## config.mk

```make
export PLATFORM = sky130hd
export DESIGN_NAME = cam_line_capture
export DESIGN_NICKNAME = d
export VERILOG_FILES = /design/src/rtl/cam_line_capture.sv
export SDC_FILE = /design/constraint.sdc
export NUM_CORES = 1
export LEC_CHECK = 0
export ABC_AREA = 1
export CAP_MARGIN = 25
export CORE_MARGIN = 2
export CORE_UTILIZATION = 50
export CTS_CLUSTER_SIZE = 25
export DETAILED_ROUTE_END_ITERATION = 10
export GPL_ROUTABILITY_DRIVEN = 0
export PLACE_DENSITY = 0.76
export SKIP_LAST_GASP = 1
export SLEW_MARGIN = 20
export SYNTH_ARGS = -nofsm -noshare
export SYNTH_HDL_FRONTEND = slang
export SYNTH_SLANG_ARGS = --single-unit
export TNS_END_PERCENT = 100
```

## constraint.sdc

```tcl
create_clock -name camPCLK -period 1.8 [get_ports camPCLK]
set_clock_uncertainty 0.1 [all_clocks]
set_input_delay 0.45 -clock camPCLK [delete_from_list [all_inputs] [get_ports camPCLK]]
set_output_delay 0.45 -clock camPCLK [all_outputs]
set_load 0.05 [all_outputs]
```

## src/rtl/cam_line_capture.sv

```systemverilog
// cam_line_capture: assembles camera bytes into pixels and writes each line into a ring of line buffers.
// Optional macro CAM_CAPTURE_HDECIM_EN: horizontal 2:1 decimation (only even-indexed pixels are stored).
module cam_line_capture #(
  parameter  int PIX_BYTES = 2,
  parameter  int LINE_PIX  = 640,
  parameter  int NUM_BUFS  = 2,
  localparam int ADDR_W    = $clog2(LINE_PIX + 1),
  localparam int BUF_W     = $clog2(NUM_BUFS),
  localparam int PIX_W     = 8 * PIX_BYTES
) (
  input  logic                camPCLK,
  input  logic                camRSTn,
  input  logic                camVSYNC,
  input  logic                HREF,
  input  logic [7:0]          pixData,
  input  logic [NUM_BUFS-1:0] bufRelease,
  output logic [PIX_W-1:0]    pixOutput,
  output logic [ADDR_W-1:0]   pixAddr,
  output logic [NUM_BUFS-1:0] writeBuff,
  output logic [NUM_BUFS-1:0] buffClear,
  output logic [BUF_W-1:0]    buffSelect,
  output logic [NUM_BUFS-1:0] bufFull,
  output logic                lineDone,
  output logic [ADDR_W-1:0]   lineLen,
  output logic                frameStart,
  output logic                overflow
);

  // state    | meaning
  // IDLE     | waiting for a line to start (HREF_r rising edge)
  // CLEAR    | one-cycle clear pulse to the selected buffer
  // CAPTURE  | storing pixels of the current line
  // DROP     | selected buffer still unread, line ignored until HREF_r falls
  // LINE_END | commit: lineDone, mark buffer full, advance to next buffer
  localparam logic [2:0] IDLE     = 3'd0;
  localparam logic [2:0] CLEAR    = 3'd1;
  localparam logic [2:0] CAPTURE  = 3'd2;
  localparam logic [2:0] DROP     = 3'd3;
  localparam logic [2:0] LINE_END = 3'd4;

  logic                camVSYNC_r;
  logic                HREF_r;
  logic [7:0]          pixData_r;
  logic                vsyncPrev;
  logic                hrefPrev;
  logic                hrefValid;
  logic                hrefArmed;
  logic [2:0]          state;
  logic [2:0]          stateNext;
  logic [1:0]          byteCnt;
  logic [PIX_W-1:0]    pixAsm;
  logic [PIX_W-1:0]    pixAsmNext;
  logic [ADDR_W-1:0]   wrCnt;
  logic [NUM_BUFS-1:0] selOneHot;
  logic [NUM_BUFS-1:0] writeQ;
  logic [NUM_BUFS-1:0] clearQ;
  logic [NUM_BUFS-1:0] bufSetMask;
  logic                hrefRise;
  logic                vsyncFall;
  logic                lineStart;
  logic                lineAccept;
  logic                lineAct;
  logic                inLine;
  logic                pixDone;
  logic                evenOk;
  logic                doWrite;
  logic                pixDiscard;
  logic                ovfSet;

  // A rising edge only counts once HREF_r has been seen low after reset,
  // so a reset released mid-line waits for the next real line start.
  assign hrefRise   = HREF_r & ~hrefPrev & hrefArmed;
  assign vsyncFall  = vsyncPrev & ~camVSYNC_r;
  assign selOneHot  = NUM_BUFS'(1) << buffSelect;
  assign inLine     = (state == CLEAR) || (state == CAPTURE);
  assign lineStart  = ~camVSYNC_r & (state == IDLE) & hrefRise;
  assign lineAccept = lineStart & ~bufFull[buffSelect];
  assign lineAct    = lineAccept | (~camVSYNC_r & inLine);
  assign pixDone    = HREF_r & (byteCnt == 2'(PIX_BYTES - 1));
  assign pixAsmNext = (pixAsm << 8) | PIX_W'(pixData_r);
  assign doWrite    = pixDone & lineAct & evenOk & (wrCnt < ADDR_W'(LINE_PIX));
  assign pixDiscard = pixDone & lineAct & evenOk & (wrCnt >= ADDR_W'(LINE_PIX));
  assign ovfSet     = (lineStart & bufFull[buffSelect]) | pixDiscard;
  assign bufSetMask = ((state == LINE_END) && !camVSYNC_r) ? selOneHot : '0;

  assign writeBuff  = writeQ & {NUM_BUFS{~camVSYNC_r}};
  assign buffClear  = clearQ & {NUM_BUFS{~camVSYNC_r}};
  assign lineDone   = (state == LINE_END) & ~camVSYNC_r;

`ifdef CAM_CAPTURE_HDECIM_EN
  logic pixOdd;

  assign evenOk = ~pixOdd;

  always_ff @(posedge camPCLK or negedge camRSTn) begin
    if (!camRSTn) begin
      pixOdd <= 1'b0;
    end else if (camVSYNC_r || !inLine) begin
      pixOdd <= pixDone & lineAct;
    end else if (pixDone && lineAct) begin
      pixOdd <= ~pixOdd;
    end
  end
`else
  assign evenOk = 1'b1;
`endif

  always_comb begin
    stateNext = state;
    if (camVSYNC_r) begin
      stateNext = IDLE;
    end else begin
      case (state)
        IDLE:     if (hrefRise) stateNext = bufFull[buffSelect] ? DROP : CLEAR;
        CLEAR:    stateNext = CAPTURE;
        CAPTURE:  if (!HREF_r) stateNext = LINE_END;
        DROP:     if (!HREF_r) stateNext = IDLE;
        LINE_END: stateNext = IDLE;
        default:  stateNext = IDLE;
      endcase
    end
  end

  always_ff @(posedge camPCLK or negedge camRSTn) begin
    if (!camRSTn) begin
      camVSYNC_r <= 1'b0;
      HREF_r     <= 1'b0;
      pixData_r  <= '0;
      vsyncPrev  <= 1'b0;
      hrefPrev   <= 1'b0;
      hrefValid  <= 1'b0;
      hrefArmed  <= 1'b0;
    end else begin
      camVSYNC_r <= camVSYNC;
      HREF_r     <= HREF;
      pixData_r  <= pixData;
      vsyncPrev  <= camVSYNC_r;
      hrefPrev   <= HREF_r;
      hrefValid  <= 1'b1;
      hrefArmed  <= hrefArmed | (hrefValid & ~HREF_r);
    end
  end

  always_ff @(posedge camPCLK or negedge camRSTn) begin
    if (!camRSTn) begin
      state   <= IDLE;
      byteCnt <= '0;
      pixAsm  <= '0;
      wrCnt   <= '0;
    end else begin
      state <= stateNext;
      if (!HREF_r || pixDone) byteCnt <= '0;
      else                    byteCnt <= byteCnt + 2'd1;
      if (HREF_r) pixAsm <= pixAsmNext;
      if (camVSYNC_r || !inLine) wrCnt <= doWrite ? ADDR_W'(1) : '0;
      else if (doWrite)          wrCnt <= wrCnt + ADDR_W'(1);
    end
  end

  always_ff @(posedge camPCLK or negedge camRSTn) begin
    if (!camRSTn) begin
      writeQ    <= '0;
      clearQ    <= '0;
      pixOutput <= '0;
      pixAddr   <= '0;
      lineLen   <= '0;
    end else begin
      writeQ <= doWrite ? selOneHot : '0;
      clearQ <= lineAccept ? selOneHot : '0;
      if (doWrite) begin
        pixOutput <= pixAsmNext;
        pixAddr   <= wrCnt;
      end
      if (state == CAPTURE && stateNext == LINE_END) lineLen <= wrCnt;
    end
  end

  // Commit/release bookkeeping; a set in the same cycle as a release wins.
  always_ff @(posedge camPCLK or negedge camRSTn) begin
    if (!camRSTn) begin
      buffSelect <= '0;
      bufFull    <= '0;
      frameStart <= 1'b0;
      overflow   <= 1'b0;
    end else begin
      bufFull    <= bufSetMask | (bufFull & ~bufRelease);
      frameStart <= vsyncFall;
      if (camVSYNC_r) begin
        buffSelect <= '0;
      end else if (state == LINE_END) begin
        buffSelect <= (buffSelect == BUF_W'(NUM_BUFS - 1)) ? '0 : buffSelect + BUF_W'(1);
      end
      if (ovfSet)         overflow <= 1'b1;
      else if (vsyncFall) overflow <= 1'b0;
    end
  end

endmodule

```

=== Word level (Yosys, flattened, before mapping) ===
Cells that the tools add are included.

* Register bits: 82
* Input bits: 14
* Output and inout bits: 46

* $add $sub $neg: 3
* $lt $le $gt $ge: 3
* Equality and inequality tests: 6
* Shift-type cells: 1
* Muxes and demuxes: 20
* Bitwise logic cells: 27
* Reductions and logical operators: 12

{| class="wikitable"
|+ Operators with widths
! cell !! count
|-
| 2-to-1 mux 10 bit || 2
|-
| OR 16 x 8 -> 16 bit || 1
|-
| bitwise AND 1 bit || 14
|-
| 2-to-1 mux 3 bit || 4
|-
| one-hot mux 3 bit (4 select lines) || 1
|-
| adder 10 x 1 -> 10 bit (second input constant) || 1
|-
| greater-or-equal comparator 10 bit (second input constant) || 1
|-
| < comparator 10 bit (second input constant) || 1
|-
| 2-to-1 mux 2 bit || 5
|-
| 2-to-1 mux 1 bit || 8
|-
| bitwise AND 2 bit || 3
|-
| == test 3 x 2 -> 1 bit (second input constant) || 2
|-
| == test 3 bit (second input constant) || 2
|-
| nonzero test 2 bit || 3
|-
| inverter 1 bit || 4
|-
| == test 3 x 1 -> 1 bit (second input constant) || 1
|-
| zero test 1 bit || 3
|-
| zero test 3 bit || 1
|-
| logical OR 1 bit || 3
|-
| OR 1 bit || 3
|-
| adder 2 x 1 -> 2 bit (second input constant) || 1
|-
| == test 2 x 1 -> 1 bit (second input constant) || 1
|-
| logical AND 1 bit || 2
|-
| < comparator 1 x 2 -> 1 bit (second input constant) || 1
|-
| other kinds (4) || 4
|}

=== Longest topological paths before layout ===
* Word-level depth: 10
* Mapped depth: 11
* Mapped depth without buffers: 10

=== Worst setup path before layout ===
OpenSTA, ideal clock, no wires.

* Path type: register -> output
* Start point: register state[1]
* End point: output lineDone
* Arrival time: 1398 ps
* Path slack: -148 ps
* Cell stages (with the launch flop): 6
* Path buffers: 0
* Cell sequence: dfrtp_1 -> nor2_2 -> inv_1 -> nor2_1 -> inv_1 -> nor2_1

* Longest elaborated chain between the ends: 2

{| class="wikitable"
|+ Ends and longest elaborated chain
! element !! line !! RTL
|-
| from (decl) || 48 || <nowiki>logic [2:0] state;</nowiki>
|-
| from (signal assigned) || 151 || <nowiki>state <= stateNext;</nowiki>
|-
| == test 3 bit || 88 || <nowiki>assign lineDone = (state == LINE_END) & ~camVSYNC_r;</nowiki>
|-
| bitwise AND 1 bit || 88 ||
|-
| to (decl) || 23 || <nowiki>output logic lineDone,</nowiki>
|}

No other way between the ends.

=== Worst setup path in the final report ===
* Start point: register state[0]
* End point: output lineDone

Same word-level chain as after synthesis.

==> impl_metrics.tcl <==
set metrics [dict create \
    yosys-top-cells-count "87 x nand2_1, 82 x dfrtp_1, 44 x inv_1, 23 x o21ai_1, 20 x nor2_1" \
    tns_ns -4.853 \
    yosys.area.top_type_share_pct 59.83 \
    required_ns 1.25 \
    gr-total-overflow 0 \
    ys_warn_count 0 \
    cts.clk_slew.worst_paths_ns 0.08 \
    placementRows 30 \
    crit_fanout 2 \
    clockRootBuffer "clkbuf_8" \
    drt_iter0_markers 153 \
    synth.largest_area_cell "dfrtp_1" \
    initial_core_util_pct 51.04 \
    die_w_um 86.82 \
    synth_flop_cell "dfrtp_1" \
    synth_seq_area_share_pct 59.83 \
    fin_crit_sh_pct 116.1 \
    portBuffers 59 \
    pre_cts_ws_ns 0.07044 \
    cts_tree "done" \
    vias 2799 \
    fillers 429 \
    wl_per_cell_um 15.77 \
    register_area_mm2 0.002052 \
    violations "setup timing" \
    synth_seq_cells 82 \
    io_pins 60 \
    setup_viol 39 \
    htreeDepth 3 \
    dp.final_hpwl_mm 4.997 \
    ir_drop_v 0.0003901 \
    grt_use_total_pct 21.20 \
    arrival_ns 1.54 \
    drc 0 \
    status "complete, but fails checks" \
    p_leak_nw 2.310 \
    cap_violations 0 \
    fin_ws_ns -0.2899 \
    async_flop_share_pct 100.0 \
    fin_crit_ns 2.090 \
    drive_gt1_share_pct 32.59 \
    fmax_mhz 478.5 \
    multi_input_area_mm2 0.001151 \
    die_area_mm2 0.007538 \
    cp-end-kind "output pin" \
    hold_viol_final 0 \
    p_per_area_mw_per_mm2 987.7 \
    area_growth_pct 46.08 \
    crit_type "reg -> out" \
    post_drt_via_cell_ratio 5.271 \
    synth_area_leaders "dfrtp_1 60%, nand2_1 9.5%, inv_1 4.8%" \
    clock-sinks 82 \
    worstSkewPairLatency_ns 0.36 \
    netlist_area_mm2 0.003430 \
    ys_types 29 \
    rsz0062_at_grt "true" \
    slew_viol_final 0 \
    grt_pass1_vias 2596 \
    final_nets 464 \
    antenna_left 0 \
    grt_first_pass_wirelength_mm 12.28 \
    synth_most_common_cell "nand2_1" \
    grt_max_degree 49 \
    clock_path_buffers 2 \
    syn-instance-count 356 \
    core_area_mm2 0.006719 \
    startpoint_type "flip-flop" \
    min_from "byteCnt[0]" \
    setup.worst_path.start "state[0]" \
    reg2reg_from "state[0]" \
    drt_pass1_iterations 4 \
    hold_class "reg -> reg" \
    syn_nets 373 \
    synth-edff-count 0 \
    routed_wl_mm 8.374 \
    antenna_found_initial 0 \
    diodes 0 \
    syn_area_per_cell_um2 9.634 \
    numCtsBuffers 9 \
    fp.dieH_um 86.82 \
]
==> layout by cell type, fill, tap and decap left out, types with 3 or more instances in the layout <==
master / n
nand2_1: 86
dfrtp_1: 82
inv_1: 43
buf_12: 40
buf_4: 32
o21ai_1: 23
o21ai_2: 18
nor2_1: 13
clkdlybuf4s50_1: 12
o21ai_0: 11
clkbuf_8: 11
inv_2: 9
a21oi_1: 8
nand3_2: 8
nor2_4: 7
nor3_1: 7
nand3_1: 6
nand4_1: 4
buf_6: 4
nor2_2: 3
nand2_2: 3
ha_1: 3
==> worst paths after layout <==
check	to	cells past startpoint	slack, ns
min in group asynchronous	pixData_r[2]	2	0.47
max in group asynchronous	frameStart	3	0.62
min reg2reg	byteCnt[0]	1	0.35
max reg2reg	pixOutput[6]	11	-0.19
max	lineDone	6	-0.29
min	byteCnt[0]	1	0.35
==> layer usage <==
metal | GRT usage [%] | vias up | part of all wire, %
met5 | 0 | - | 0
met1 | 29.30 | 1360 | 42
li1 | - | 1305 | -
met2 | 31.58 | 108 | 50
met3 | 4.000 | 26 | 5.0
met4 | 11.79 | 0 | 2.7
==> layout make-up <==
type,instances,area share [%]
well taps,80,1.998
flip-flops and latches,82,40.96
multi-input cells,209,22.98
repair buffers,92,25.57
clock inverters,4,1.474
clock buffers,11,3.022
inverters,53,3.996
==> logic make-up after synthesis <==
kind of cell             Yosys count  share of synthesized area, %
other                              1                        0.1093
flip-flops                        82                         59.83
AO/OA/AOI/OAI                     63                         11.35
AND/OR/NAND/NOR                  141                         18.82
buffers and inverters             65                         8.537
adder cells (fa/ha/maj)            3                         1.095
XOR/XNOR                           1                        0.2554
==> flip-flops by register name (all words and copies together) (netlist names), 3 cells and up <==
signal,flops
lineLen,10
pixAddr,10
pixAsm,8
pixData_r,8
pixOutput,16
state,3
wrCnt,10
==> worst max-delay path, stage by stage, from the launching register on <==
cell and delay, ns:
dfrtp_1 0.41, nor2_2 0.15, inv_1 0.08, nor2_1 0.13, inv_1 0.10, nor2_4 0.16
buf_12 0.15
==> timing repair <==
item	4_1_cts	5_1_grt
hold buffers	1	0
endpoints found under the hold margin	29	0
resized for setup	1	19
gates cloned	0	4
pin swaps	0	4
endpoints found under the setup margin	5	39
setup buffers	2	16
==> power by group <==
part	switching, mW	total, mW	leakage, nW	internal, mW
Combinational	0.803	1.29	1.12	0.484
Sequential	0.126	2.15	1.08	2.02
Clock	0.664	1.52	0.116	0.852
Total	1.59	4.95	2.31	3.36
==> through the flow <==
stage               cells  instance area [um^2]  util, %  hold slack (ns)  power (mW)
floorplan             356                  3432        -          0.05441       2.894
global placement      494                  4471    66.54           0.3131       3.384
detailed placement    494                  4471    66.54           0.3157       3.410
CTS                   512                  4726    70.34           0.3601       4.911
global route          531                  5010    74.56           0.3718       5.129
finish                531                  5010    74.56           0.3531       4.948
Power figures use the tool's default switching activity.
